`src/rtl/mdio_master_if.sv`:
```
// Management-side request/response bus of the Clause-22 MDIO master.
interface mdio_master_if;
    localparam int unsigned ADDR_W = 5;
    localparam int unsigned DATA_W = 16;

    logic              i_req;
    logic              i_wr;
    logic [ADDR_W-1:0] i_phy_addr;
    logic [ADDR_W-1:0] i_reg_addr;
    logic [DATA_W-1:0] i_wdata;
    logic              o_busy;
    logic              o_done;
    logic [DATA_W-1:0] o_rdata;
    logic              o_rd_err;

    // Requester (CPU bridge) side
    modport master (
        output i_req, i_wr, i_phy_addr, i_reg_addr, i_wdata,
        input  o_busy, o_done, o_rdata, o_rd_err
    );

    // MDIO master side
    modport slave (
        input  i_req, i_wr, i_phy_addr, i_reg_addr, i_wdata,
        output o_busy, o_done, o_rdata, o_rd_err
    );
endinterface

```
`src/rtl/mdio_master.sv`:
```
// Clause-22 MDIO management master: serialises PHY register read/write frames
// onto MDC/MDO/MDO_T and captures read data from MDI.
module mdio_master #(
    parameter int unsigned CLK_DIV      = 4,
    parameter int unsigned PREAMBLE_LEN = 32
) (
    input  logic         i_clk,
    input  logic         i_rst,
    mdio_master_if.slave mgmt,
    output logic         o_mdc,
    output logic         o_mdo,
    output logic         o_mdo_t,
    input  logic         i_mdi
);
    localparam int unsigned NBITS   = PREAMBLE_LEN + 32;
    localparam int unsigned FRAME_W = 64;
    localparam int unsigned DIV_W   = $clog2(2 * CLK_DIV);
    localparam int unsigned CNT_W   = $clog2(NBITS + 1);

    localparam logic [DIV_W-1:0] DIV_RISE = DIV_W'(CLK_DIV - 1);
    localparam logic [DIV_W-1:0] DIV_LAST = DIV_W'(2 * CLK_DIV - 1);
    // Bits still to start when the first TA bit begins; read releases the line from there on
    localparam logic [CNT_W-1:0] CNT_TA1_START = CNT_W'(18);
    // Bits remaining after the current one: 2nd TA bit and the 16 data bits
    localparam logic [CNT_W-1:0] CNT_TA2  = CNT_W'(16);
    localparam logic [CNT_W-1:0] CNT_DATA = CNT_W'(16);

    typedef enum logic [1:0] {
        ST_IDLE  = 2'd0,
        ST_SHIFT = 2'd1,
        ST_DONE  = 2'd2
    } state_e;

    state_e             state_q;
    logic [DIV_W-1:0]   div_q;
    logic [CNT_W-1:0]   cnt_q;
    logic [FRAME_W-1:0] frame_q;
    logic               is_rd_q;
    logic [15:0]        rsh_q;
    logic               err_q;
    logic               busy_q;
    logic               done_q;
    logic [15:0]        rdata_q;
    logic               rd_err_q;
    logic               mdc_q;
    logic               mdo_q;
    logic               mdo_t_q;

    logic [1:0]         op_bits;
    logic [17:0]        tail_bits;
    logic [FRAME_W-1:0] frame_init;

    // Frame image, MSB first; read TA/data slots are 1s so MDO idles high while released
    assign op_bits    = mgmt.i_wr ? 2'b01 : 2'b10;
    assign tail_bits  = mgmt.i_wr ? {2'b10, mgmt.i_wdata} : 18'h3_FFFF;
    assign frame_init = {32'hFFFF_FFFF, 2'b01, op_bits, mgmt.i_phy_addr,
                         mgmt.i_reg_addr, tail_bits};

    always_ff @(posedge i_clk) begin
        if (i_rst) begin
            state_q  <= ST_IDLE;
            div_q    <= '0;
            cnt_q    <= '0;
            frame_q  <= '0;
            is_rd_q  <= 1'b0;
            rsh_q    <= '0;
            err_q    <= 1'b0;
            busy_q   <= 1'b0;
            done_q   <= 1'b0;
            rdata_q  <= '0;
            rd_err_q <= 1'b0;
            mdc_q    <= 1'b0;
            mdo_q    <= 1'b1;
            mdo_t_q  <= 1'b0;
        end else begin
            done_q <= 1'b0;
            case (state_q)
                ST_IDLE: begin
                    if (mgmt.i_req) begin
                        state_q <= ST_SHIFT;
                        busy_q  <= 1'b1;
                        frame_q <= frame_init;
                        is_rd_q <= ~mgmt.i_wr;
                        cnt_q   <= CNT_W'(NBITS);
                        // First SHIFT cycle is a bit boundary, so bit 0 starts immediately
                        div_q   <= DIV_LAST;
                        err_q   <= 1'b0;
                        rsh_q   <= '0;
                    end
                end

                ST_SHIFT: begin
                    if (div_q == DIV_LAST) begin
                        div_q <= '0;
                        mdc_q <= 1'b0;
                        if (cnt_q == '0) begin
                            state_q <= ST_DONE;
                            busy_q  <= 1'b0;
                            done_q  <= 1'b1;
                            mdo_q   <= 1'b1;
                            mdo_t_q <= 1'b0;
                            if (is_rd_q) begin
                                rdata_q  <= rsh_q;
                                rd_err_q <= err_q;
                            end
                        end else begin
                            cnt_q   <= cnt_q - CNT_W'(1);
                            mdo_q   <= frame_q[NBITS-1];
                            mdo_t_q <= ~(is_rd_q && (cnt_q <= CNT_TA1_START));
                            frame_q <= frame_q << 1;
                        end
                    end else begin
                        div_q <= div_q + DIV_W'(1);
                        // MDC rising edge: the PHY's read data is captured here
                        if (div_q == DIV_RISE) begin
                            mdc_q <= 1'b1;
                            if (is_rd_q) begin
                                if (cnt_q == CNT_TA2) begin
                                    err_q <= i_mdi;
                                end
                                if (cnt_q < CNT_DATA) begin
                                    rsh_q <= {rsh_q[14:0], i_mdi};
                                end
                            end
                        end
                    end
                end

                ST_DONE: begin
                    state_q <= ST_IDLE;
                end

                default: begin
                    state_q <= ST_IDLE;
                end
            endcase
        end
    end

    assign o_mdc         = mdc_q;
    assign o_mdo         = mdo_q;
    assign o_mdo_t       = mdo_t_q;
    assign mgmt.o_busy   = busy_q;
    assign mgmt.o_done   = done_q;
    assign mgmt.o_rdata  = rdata_q;
    assign mgmt.o_rd_err = rd_err_q;

endmodule

```
`src/flat_wrapper.sv`:
```
// flat-port wrapper written by rule: the top's interface ports become plain ports
module mdio_master_flat 
#(
    parameter int unsigned CLK_DIV      = 4,
    parameter int unsigned PREAMBLE_LEN = 32
)
  (i_clk, i_rst, o_mdc, o_mdo, o_mdo_t, i_mdi, mgmt_i_req, mgmt_i_wr, mgmt_i_phy_addr, mgmt_i_reg_addr, mgmt_i_wdata, mgmt_o_busy, mgmt_o_done, mgmt_o_rdata, mgmt_o_rd_err);
  mdio_master_if mgmt_i ();
  input  logic i_clk;
  input  logic i_rst;
  output logic o_mdc;
  output logic o_mdo;
  output logic o_mdo_t;
  input  logic i_mdi;
  input wire logic [$bits(mgmt_i.i_req)-1:0] mgmt_i_req;
  input wire logic [$bits(mgmt_i.i_wr)-1:0] mgmt_i_wr;
  input wire logic [$bits(mgmt_i.i_phy_addr)-1:0] mgmt_i_phy_addr;
  input wire logic [$bits(mgmt_i.i_reg_addr)-1:0] mgmt_i_reg_addr;
  input wire logic [$bits(mgmt_i.i_wdata)-1:0] mgmt_i_wdata;
  output wire logic [$bits(mgmt_i.o_busy)-1:0] mgmt_o_busy;
  output wire logic [$bits(mgmt_i.o_done)-1:0] mgmt_o_done;
  output wire logic [$bits(mgmt_i.o_rdata)-1:0] mgmt_o_rdata;
  output wire logic [$bits(mgmt_i.o_rd_err)-1:0] mgmt_o_rd_err;
  assign mgmt_i.i_req = mgmt_i_req;
  assign mgmt_i.i_wr = mgmt_i_wr;
  assign mgmt_i.i_phy_addr = mgmt_i_phy_addr;
  assign mgmt_i.i_reg_addr = mgmt_i_reg_addr;
  assign mgmt_i.i_wdata = mgmt_i_wdata;
  assign mgmt_o_busy = mgmt_i.o_busy;
  assign mgmt_o_done = mgmt_i.o_done;
  assign mgmt_o_rdata = mgmt_i.o_rdata;
  assign mgmt_o_rd_err = mgmt_i.o_rd_err;
  mdio_master #(.CLK_DIV(CLK_DIV), .PREAMBLE_LEN(PREAMBLE_LEN)) u_core (.i_clk(i_clk), .i_rst(i_rst), .mgmt(mgmt_i), .o_mdc(o_mdc), .o_mdo(o_mdo), .o_mdo_t(o_mdo_t), .i_mdi(i_mdi));
endmodule
```
`config.mk`:
```
export PLATFORM = sky130hd
export DESIGN_NAME = mdio_master_flat
export DESIGN_NICKNAME = d
export VERILOG_FILES = /design/src/rtl/mdio_master_if.sv /design/src/rtl/mdio_master.sv /design/src/flat_wrapper.sv
export SDC_FILE = /design/constraint.sdc
export NUM_CORES = 1
export LEC_CHECK = 0
export CORE_ASPECT_RATIO = 0.7
export CORE_MARGIN = 1.5
export CORE_UTILIZATION = 35
export CTS_BUF_LIST = sky130_fd_sc_hd__clkbuf_4 sky130_fd_sc_hd__clkbuf_8
export DETAILED_ROUTE_END_ITERATION = 10
export PLACE_DENSITY = 0.56
export SKIP_CTS_REPAIR_TIMING = 1
export SLEW_MARGIN = 20
export SYNTH_ARGS = -nofsm -noshare
export SYNTH_HDL_FRONTEND = slang
export SYNTH_SLANG_ARGS = --single-unit
```
`constraint.sdc`:
```
create_clock -name i_clk -period 1.9 [get_ports i_clk]
set_clock_uncertainty 0.05 [all_clocks]
set_input_delay 0.19 -clock i_clk [delete_from_list [all_inputs] [get_ports i_clk]]
set_output_delay 0.19 -clock i_clk [all_outputs]
set_load 0.1 [all_outputs]
```
==> results of run 1 <==
-- synthesized netlist by cell type (all sizes together) (3+ instances only) --
cell type,n,area share [%]
dfxtp,116,50
nor2,73,5.9
nand2,60,4.9
a21oi,44,4.8
o22ai,34,4.6
buf,24,3.1
clkbuf,23,1.9
nand3,21,2.3
mux2i,20,4.3
nand3b,19,3.1
o211ai,17,2.8
a311oi,14,2.8
ha,6,1.6
inv,5,0.41
nand2b,5,0.68
nor3,5,0.54
o21ai,4,0.43
a211oi,3,0.49
a221oi,3,0.95
nor2b,3,0.41
-- per-layer routing --
| metal | vias up | global-route usage, % |
|---|---|---|
| met5 | - | 0 |
| met4 | 0 | 6.49 |
| met3 | 13 | 4.81 |
| met2 | 64 | 22.3 |
| met1 | 1876 | 22.7 |
| li1 | 1994 | - |
-- worst paths after layout --
check | end | slack (ns) | depth (start not counted)
setup / recovery | u_core.frame_q[9] | 0.02 | 9
hold / removal | u_core.mgmt.o_rdata[14] | 0.22 | 2
setup reg to reg | u_core.frame_q[9] | 0.02 | 9
hold reg to reg | u_core.frame_q[6] | 0.40 | 2
-- metrics by stage --
step           total power [µW]  util (%)  setup slack, ns
2_1_floorplan              3080         -         0.000570
5_1_grt                    6000      48.8          -0.0718
4_1_cts                    5680      46.0          -0.0477
3_3_place_gp               3260      42.7          -0.0770
3_5_place_dp               3280      42.7           -0.151
6_report                   5730      48.8           0.0164
-- worst max-delay path, cell delays in order, from the launching register on --
cell       delay, ns
dfxtp_2         0.34
inv_2           0.05
ha_2            0.17
nor4b_4         0.12
buf_4           0.17
a311oi_4        0.26
buf_6           0.22
clkbuf_16       0.19
o211ai_1        0.08
a21oi_1         0.16
-- power breakdown --
part	internal (µW)	total, µW	switching, µW	leakage, µW
clock network	1420	2390	974	0.000208
logic	341	692	350	0.00124
registers	2560	2640	83.3	0.000946
-- registers in the layout, summed over array words and instances (netlist names), 2 cells and up --
| name | count |
|---|---|
| u_core.div_q | 3 |
| u_core.cnt_q | 7 |
| u_core.state_q | 2 |
| u_core.mgmt.o_rdata | 16 |
| u_core.frame_q | 64 |
| u_core.rsh_q | 16 |
-- final cells by class --
cell class	instances	share of cell area, %
clock inverter	9	2.06
timing repair buffer	94	15.6
tap	162	3.28
inverter	5	0.304
multi-input combinational	353	36.4
clock buffer	22	4.70
sequential	116	37.6
-- cell families (layout without fill, tap and decap cells) --
group,Yosys count,count (layout)
simple gates,197,197
compound gates,130,130
flops,116,116
buf+inv,52,130
mux,20,20
fa+ha+maj,6,6
==> results.json, run 1 <==
{
  "wirelength_mm": 11.2,
  "synth_edf_count": 0,
  "fillers": 1211,
  "ant_nets": 0,
  "startpoint": "u_core.cnt_q[0]",
  "synthCells": 521,
  "route.vias.total": 3947,
  "final_design_area_no_fill_mm2": 0.00618,
  "cts_tree": "built",
  "insertedDiodeCount": 0,
  "timing.final.crit_share_pct": 99.1,
  "clk_latency_ns": 0.43,
  "critPathArrivalTime_ns": 2.18,
  "yosysWarnings": 0,
  "drt-met1-wl_mm": 5.77,
  "multiInputGateArea_mm2": 0.00225,
  "fp.dieH_um": 99.3,
  "setup_violations": 0,
  "fin_hold_ws_ns": 0.220,
  "syn_area_mm2": 0.00463,
  "synth_mux_area_share_pct": 4.32,
  "dp.cells": 717,
  "cts_sinks": 116,
  "dieArea_mm2": 0.0139,
  "ys_seq_area_share_pct": 50.1,
  "drv_slew": 0,
  "synth_top_family_by_area": "simple AND/OR/NAND/NOR gates",
  "clock_path_buffers": 2,
  "ios": 53,
  "synth_compound_area_share_pct": 18.6,
  "synth-xor-area-share_pct": 0,
  "cts_buffers": 17,
  "r2r_start": "u_core.cnt_q[0]",
  "fin_nets": 624,
  "final_common_cell": "dfxtp_1",
  "crit_path_end_kind": "flop",
  "drv_cap": 0,
  "grt_pass1_wl_mm": 17.6,
  "max_freq_mhz": 531,
  "setup-tns-final_ns": 0,
  "clk_pin_slew_worst_paths_ns": 0.07,
  "initial_core_util_pct": 36.5,
  "ys_async_sr_fraction_pct": 0,
  "rsz0062_at_grt": "yes",
  "finalCriticalPeriod_ns": 1.88,
  "peakVddDrop_v": 0.000442,
  "die_w_um": 141,
  "p_per_area_mw_per_mm2": 926,
  "overflow": 0,
  "first_pass_iters": 6,
  "synth_nets": 558,
  "cts_root_buffer": "clkbuf_8",
  "seqCellArea_mm2": 0.00233,
  "hpwl_mm": 6.47,
  "synth_seq_cells": 116,
  "avgSynthCellArea_um2": 8.89,
  "crit_type": "flop to flop",
  "synth_adder_area_share_pct": 1.62,
  "gr-usage-all-layers_pct": 15.9,
  "dr_wl_met2_mm": 4.82,
  "min-delay-start": "i_rst",
  "hp-class": "primary input to flop",
  "placed_cell_area_mm2": 0.00542,
  "finalHoldViolCount": 0,
  "synthFlopType": "dfxtp_1",
  "final_cell_mix": "dfxtp_1 (113), nor2_1 (68), nand2_1 (58)",
  "final_layout_size_suffix_gt1_share_pct": 23.4,
  "drt_iter0_drc": 157,
  "coreArea_mm2": 0.0127,
  "grt_pass1_vias": 3658,
  "outcome": "finished, final reports clean",
  "top_layer": "met4",
  "crit_required_ns": 2.20,
  "viasPerCell": 5.19,
  "wl_met3_um": 432,
  "worst_pin_slew_ns": 0.669,
  "syn_to_final_growth_pct": 33.4,
  "htree_levels": 4,
  "worstPathMaxFanout": 13,
  "p_leak_uw": 0.00239,
  "cp-start-kind": "flop",
  "synth-simple-area-share_pct": 20.0,
  "drc": 0,
  "slew-limit-headroom_pct": 55.4,
  "stdcell_count": 761,
  "antenna_found_initial": 0,
  "place.gp.congestion": 0.750,
  "io_buffers": 52,
  "synth.distinct_cells": 44,
  "grt_max_degree": 65,
  "core.rowCount": 34,
  "wire_per_inst_um": 14.7
}
(Power assumes the default switching activity.)
==> run 2: changes to the inputs <==
Settings changed: GPL_ROUTABILITY_DRIVEN set to 0, SKIP_CTS_REPAIR_TIMING 1 to not set.
==> run 2 against run 1 <==
Net effect:
- clock-buffer cell count unchanged
- die area unchanged
- register-to-register slack about the same
- maximum frequency down 0.71%
- critical path type unchanged
- largest cell class is now multi-input gates
==> results.json, run 2 (same netlist as run 1, synthesis figures left out) <==
{
  "outcome": "finished, final reports clean",
  "stdcell_count": 763,
  "route.vias.total": 3968,
  "dieArea_mm2": 0.0139,
  "hp-class": "primary input to flop",
  "p_clk_share_pct": 41.6,
  "wirelength_mm": 11.3,
  "ios": 53,
  "clock_path_buffers": 2,
  "crit_type": "flop to flop",
  "die_w_um": 141,
  "grt_pass1_wl_mm": 17.9,
  "setup-tns-final_ns": 0,
  "r2r_start": "u_core.cnt_q[0]",
  "dp_slack_ns": -0.151,
  "cts_root_buffer": "clkbuf_8",
  "antenna_found_initial": 0,
  "wire_per_inst_um": 14.8,
  "io_buffers": 52,
  "setup_violations": 0,
  "final_common_cell": "dfxtp_1",
  "cp_slowest_cell": "dfxtp_2",
  "internal_power_uw": 4340,
  "final_layout_size_suffix_gt1_share_pct": 25.5,
  "max_freq_mhz": 527,
  "min-delay-start": "i_rst",
  "finalHoldViolCount": 0,
  "peakVddDrop_v": 0.000434,
  "slowest_delay_ns": 0.33,
  "grt_max_degree": 65,
  "dp.cells": 717,
  "htree_levels": 4,
  "drv_cap": 0,
  "setup_ws_ns": 0.00291,
  "cts_buffers": 17,
  "p_per_area_mw_per_mm2": 916,
  "ant_nets": 0,
  "initial_core_util_pct": 36.5,
  "clk_latency_ns": 0.43,
  "hpwl_mm": 6.47,
  "core.rowCount": 34,
  "fin_hold_ws_ns": 0.231,
  "largest_register": "u_core.frame_q",
  "syn_to_final_growth_pct": 35.9,
  "cts_tree": "built",
  "cp_cell_sequence": "inv_2 > ha_2 > nor4b_4 > buf_4 > a311oi_4 > buf_6 > buf_8 > clkbuf_16 > o22ai_2 > nor2_1",
  "drc": 0,
  "overflow": 0,
  "cts_sinks": 116,
  "first_pass_iters": 6,
  "viasPerCell": 5.20,
  "comb_power_share_pct": 12.5,
  "final_cell_mix": "dfxtp_1 (112), nor2_1 (72), nand2_1 (58)",
  "drt_iter0_drc": 160,
  "fp.dieH_um": 99.3,
  "insertedDiodeCount": 0,
  "grt_pass1_vias": 3692,
  "coreArea_mm2": 0.0127,
  "critPathArrivalTime_ns": 2.14,
  "timing.final.crit_share_pct": 99.8,
  "worstPathMaxFanout": 12,
  "rsz0062_at_grt": "yes",
  "drv_slew": 0,
  "fillers": 1193,
  "crit_required_ns": 2.14,
  "gr-usage-all-layers_pct": 16.2,
  "largest_reg_flops": 64,
  "finalCriticalPeriod_ns": 1.90,
  "crit_path_end_kind": "flop",
  "slew-limit-headroom_pct": 54.1,
  "worst_pin_slew_ns": 0.689,
  "cp-start-kind": "flop",
  "clk_pin_slew_worst_paths_ns": 0.07,
  "pwr-share-seq_pct": 45.9,
  "swShare_pct": 24.8,
  "power_uw": 5770,
  "p_sw_uw": 1430,
  "fin_nets": 626,
  "startpoint": "u_core.cnt_q[0]",
  "p_leak_uw": 0.00242
}
[run 2: what timing repair did]
action / CTS / global route
pin swaps: 2 / 10
resized for setup: 3 / 49
cloned: 1 / 5
hold buffers: 0 / 0
setup endpoints to repair: 31 / 102
setup buffers: 2 / 7
[run 2: per-stage QoR]
step | util [%] | area [µm²]
final | 49.7 | 6290
after detailed placement | 42.7 | 5420
after CTS | 46.4 | 5890
after global placement | 42.7 | 5420
after floorplan | - | 4680
after global routing | 49.7 | 6290
[run 2: power groups by stage]
stage / registers [µW] / clock network (µW) / logic [µW]
floorplan: 2690 / 0 / 391
global placement: 2680 / 0 / 577
detailed placement: 2680 / 0 / 592
CTS: 2630 / 2460 / 614
global route: 2660 / 2580 / 792
finish: 2650 / 2400 / 721
[run 2: area by class of cell]
type / instances / area [µm²] / area share [%]
timing repair buffer: 96 / 997 / 15.8
multi-input combinational: 353 / 2330 / 37.0
clock inverter: 9 / 128 / 2.03
clock buffer: 22 / 290 / 4.61
tap: 162 / 203 / 3.22
sequential: 116 / 2330 / 37.0
inverter: 5 / 18.8 / 0.298
[run 2: routing by layer]
metal	vias to the layer above	share of wire, %	global-route usage (%)
met4	0	1.4	6.49
met3	13	3.9	4.81
li1	1995	-	-
met5	-	0	0
met1	1891	52	23.1
met2	69	43	22.9
[run 2: worst paths after layout]
path                     endpoint  slack (ns)  cells after the start
max            u_core.frame_q[42]       0.003                     10
min          u_core.mgmt.o_rd_err        0.23                      2
max reg2reg    u_core.frame_q[42]       0.003                     10
min reg2reg    u_core.frame_q[14]        0.40                      2
[run 2: critical path, delay by kind of cell, from the launching register on]
kind	cells	cell delay [ns]
and+or+nand+nor	2	0.24
buffers and inverters	5	0.74
AOI/OAI and AO/OA	2	0.23
adders and majority gates	1	0.17
DFF	1	0.33
==> run 3: changes to the inputs <==
Settings changed: CORE_MARGIN 1.5 to 2, GPL_TIMING_DRIVEN set to 0, PLACE_DENSITY 0.56 to not set.
==> run 3 against run 2 <==
Net effect:
- the run now ends with setup timing left
- combinational power rose by 13%
- total power rose by 2.1%
- clock power is essentially flat
- maximum frequency is 3.9% lower
- global-route usage increased by 1.2 points
==> results.json, run 3 (same netlist as run 1, synthesis figures left out) <==
{
  "antenna_found_initial": 0,
  "ctsHoldBuffers": 0,
  "clock_path_buffers": 2,
  "cp-start-kind": "flop",
  "fp.dieH_um": 100,
  "cp_slowest_cell": "dfxtp_4",
  "ios": 53,
  "dp_slack_ns": -0.529,
  "peakVddDrop_v": 0.000367,
  "finalHoldViolCount": 0,
  "cts_sinks": 116,
  "insertedDiodeCount": 0,
  "setup_violations": 18,
  "cts_buffers": 17,
  "finalCriticalPeriod_ns": 1.97,
  "slowest_delay_ns": 0.36,
  "crit_type": "flop to flop",
  "grt_max_degree": 17,
  "fin_hold_ws_ns": 0.184,
  "crit_required_ns": 2.21,
  "gr-usage-all-layers_pct": 17.5,
  "setup_ws_ns": -0.0744,
  "slew-limit-headroom_pct": 34.8,
  "wire_per_inst_um": 15.9,
  "first_pass_iters": 5,
  "critPathArrivalTime_ns": 2.28,
  "critPathBufInv": 2,
  "initial_core_util_pct": 35.5,
  "power_uw": 5890,
  "rsz0062_at_grt": "yes",
  "p_per_area_mw_per_mm2": 880,
  "grt_pass1_wl_mm": 19.6,
  "clk_pin_slew_worst_paths_ns": 0.07,
  "setup-tns-final_ns": -0.639,
  "clk_latency_ns": 0.43,
  "path_delay_family": "compound AO/OA/AOI/OAI gates",
  "syn_to_final_growth_pct": 44.5,
  "coreArea_mm2": 0.0131,
  "hpwl_mm": 8.01,
  "io_buffers": 50,
  "path_common_cell": "ha_4",
  "violations": "setup timing",
  "cts_root_buffer": "clkbuf_8",
  "dieArea_mm2": 0.0142,
  "timing.final.crit_share_pct": 104,
  "final_common_cell": "dfxtp_1",
  "p_leak_uw": 0.00258,
  "wirelength_mm": 12.7,
  "largest_register": "u_core.frame_q",
  "drv_slew": 0,
  "worstPathMaxFanout": 5,
  "final_cell_mix": "dfxtp_1 (111), nor2_1 (71), nand2_1 (53)",
  "max_freq_mhz": 506,
  "largest_reg_flops": 64,
  "final_layout_size_suffix_gt1_share_pct": 28.5,
  "htree_levels": 4,
  "viasPerCell": 5.28,
  "fin_nets": 659,
  "dp.cells": 737,
  "hp-class": "primary input to flop",
  "drt_iter0_drc": 377,
  "die_w_um": 142,
  "drc": 0,
  "overflow": 0,
  "cts_tree": "built",
  "core.rowCount": 35,
  "ant_nets": 0,
  "worst_pin_slew_ns": 0.982,
  "crit_path_end_kind": "flop",
  "drv_cap": 0,
  "route.vias.total": 4229,
  "cp_cell_sequence": "ha_4 > ha_4 > nand4b_1 > a221oi_4 > buf_6 > buf_8 > nand3_2 > a21oi_2",
  "grt_pass1_vias": 3922,
  "outcome": "complete, but fails checks",
  "stdcell_count": 801
}
[run 3: cell types whose count changed in the layout (fill, tap and decap cells not counted), sizes merged]
cell and change:
clkdlybuf4s15 +11, clkinvlp -2, clkbuf +23, buf -9
clkdlybuf4s50 -1, dlygate4sd2 +9, clkinv +3
[run 3: repair_timing]
action,CTS,global route
gates resized for setup,74,110
gates cloned,1,4
hold endpoints to repair,0,0
buffers inserted,20,13
endpoints found under the setup margin,117,114
pin swaps,14,15
[run 3: cell type report]
cell class	instances	area [µm²]
buffer	46	395
tap	166	208
multi-input combinational	353	2490
clock buffer	22	297
timing repair buffer	83	816
clock inverter	10	128
sequential	116	2330
fill	1191	6360
inverter	5	21.3
[run 3: final timing paths]
kind | end | cells past startpoint | from | slack, ns
setup reg to reg | u_core.rsh_q[9] | 8 | u_core.div_q[0] | -0.07
hold reg to reg | u_core.frame_q[5] | 2 | u_core.frame_q[5] | 0.40
hold / removal | u_core.frame_q[28] | 3 | mgmt_i_wr | 0.18
setup / recovery | u_core.rsh_q[9] | 8 | u_core.div_q[0] | -0.07
[run 3: metrics by stage]
step           instance area, µm²  util (%)
2_1_floorplan                4680         -
3_3_place_gp                 5380      41.3
3_5_place_dp                 5380      41.3
4_1_cts                      6090      46.7
5_1_grt                      6690      51.3
6_report                     6690      51.3
[run 3: where the power goes]
part | switching [µW] | internal [µW]
clock network | 986 | 1440
logic | 410 | 402
registers | 93.1 | 2560
[run 3: tightest hold or removal path: stages]
cell and delay [ns]:
clkbuf_1 0.17, nand2_1 0.15, a311oi_1 0.10
[run 3: routing by layer]
metal / global-route usage [%] / vias up / wire length (µm)
li1: - / 2060 / -
met1: 25.4 / 2034 / 6310
met2: 25.6 / 118 / 5580
met3: 4.48 / 17 / 679
met4: 4.92 / 0 / 127
met5: 0 / - / 0
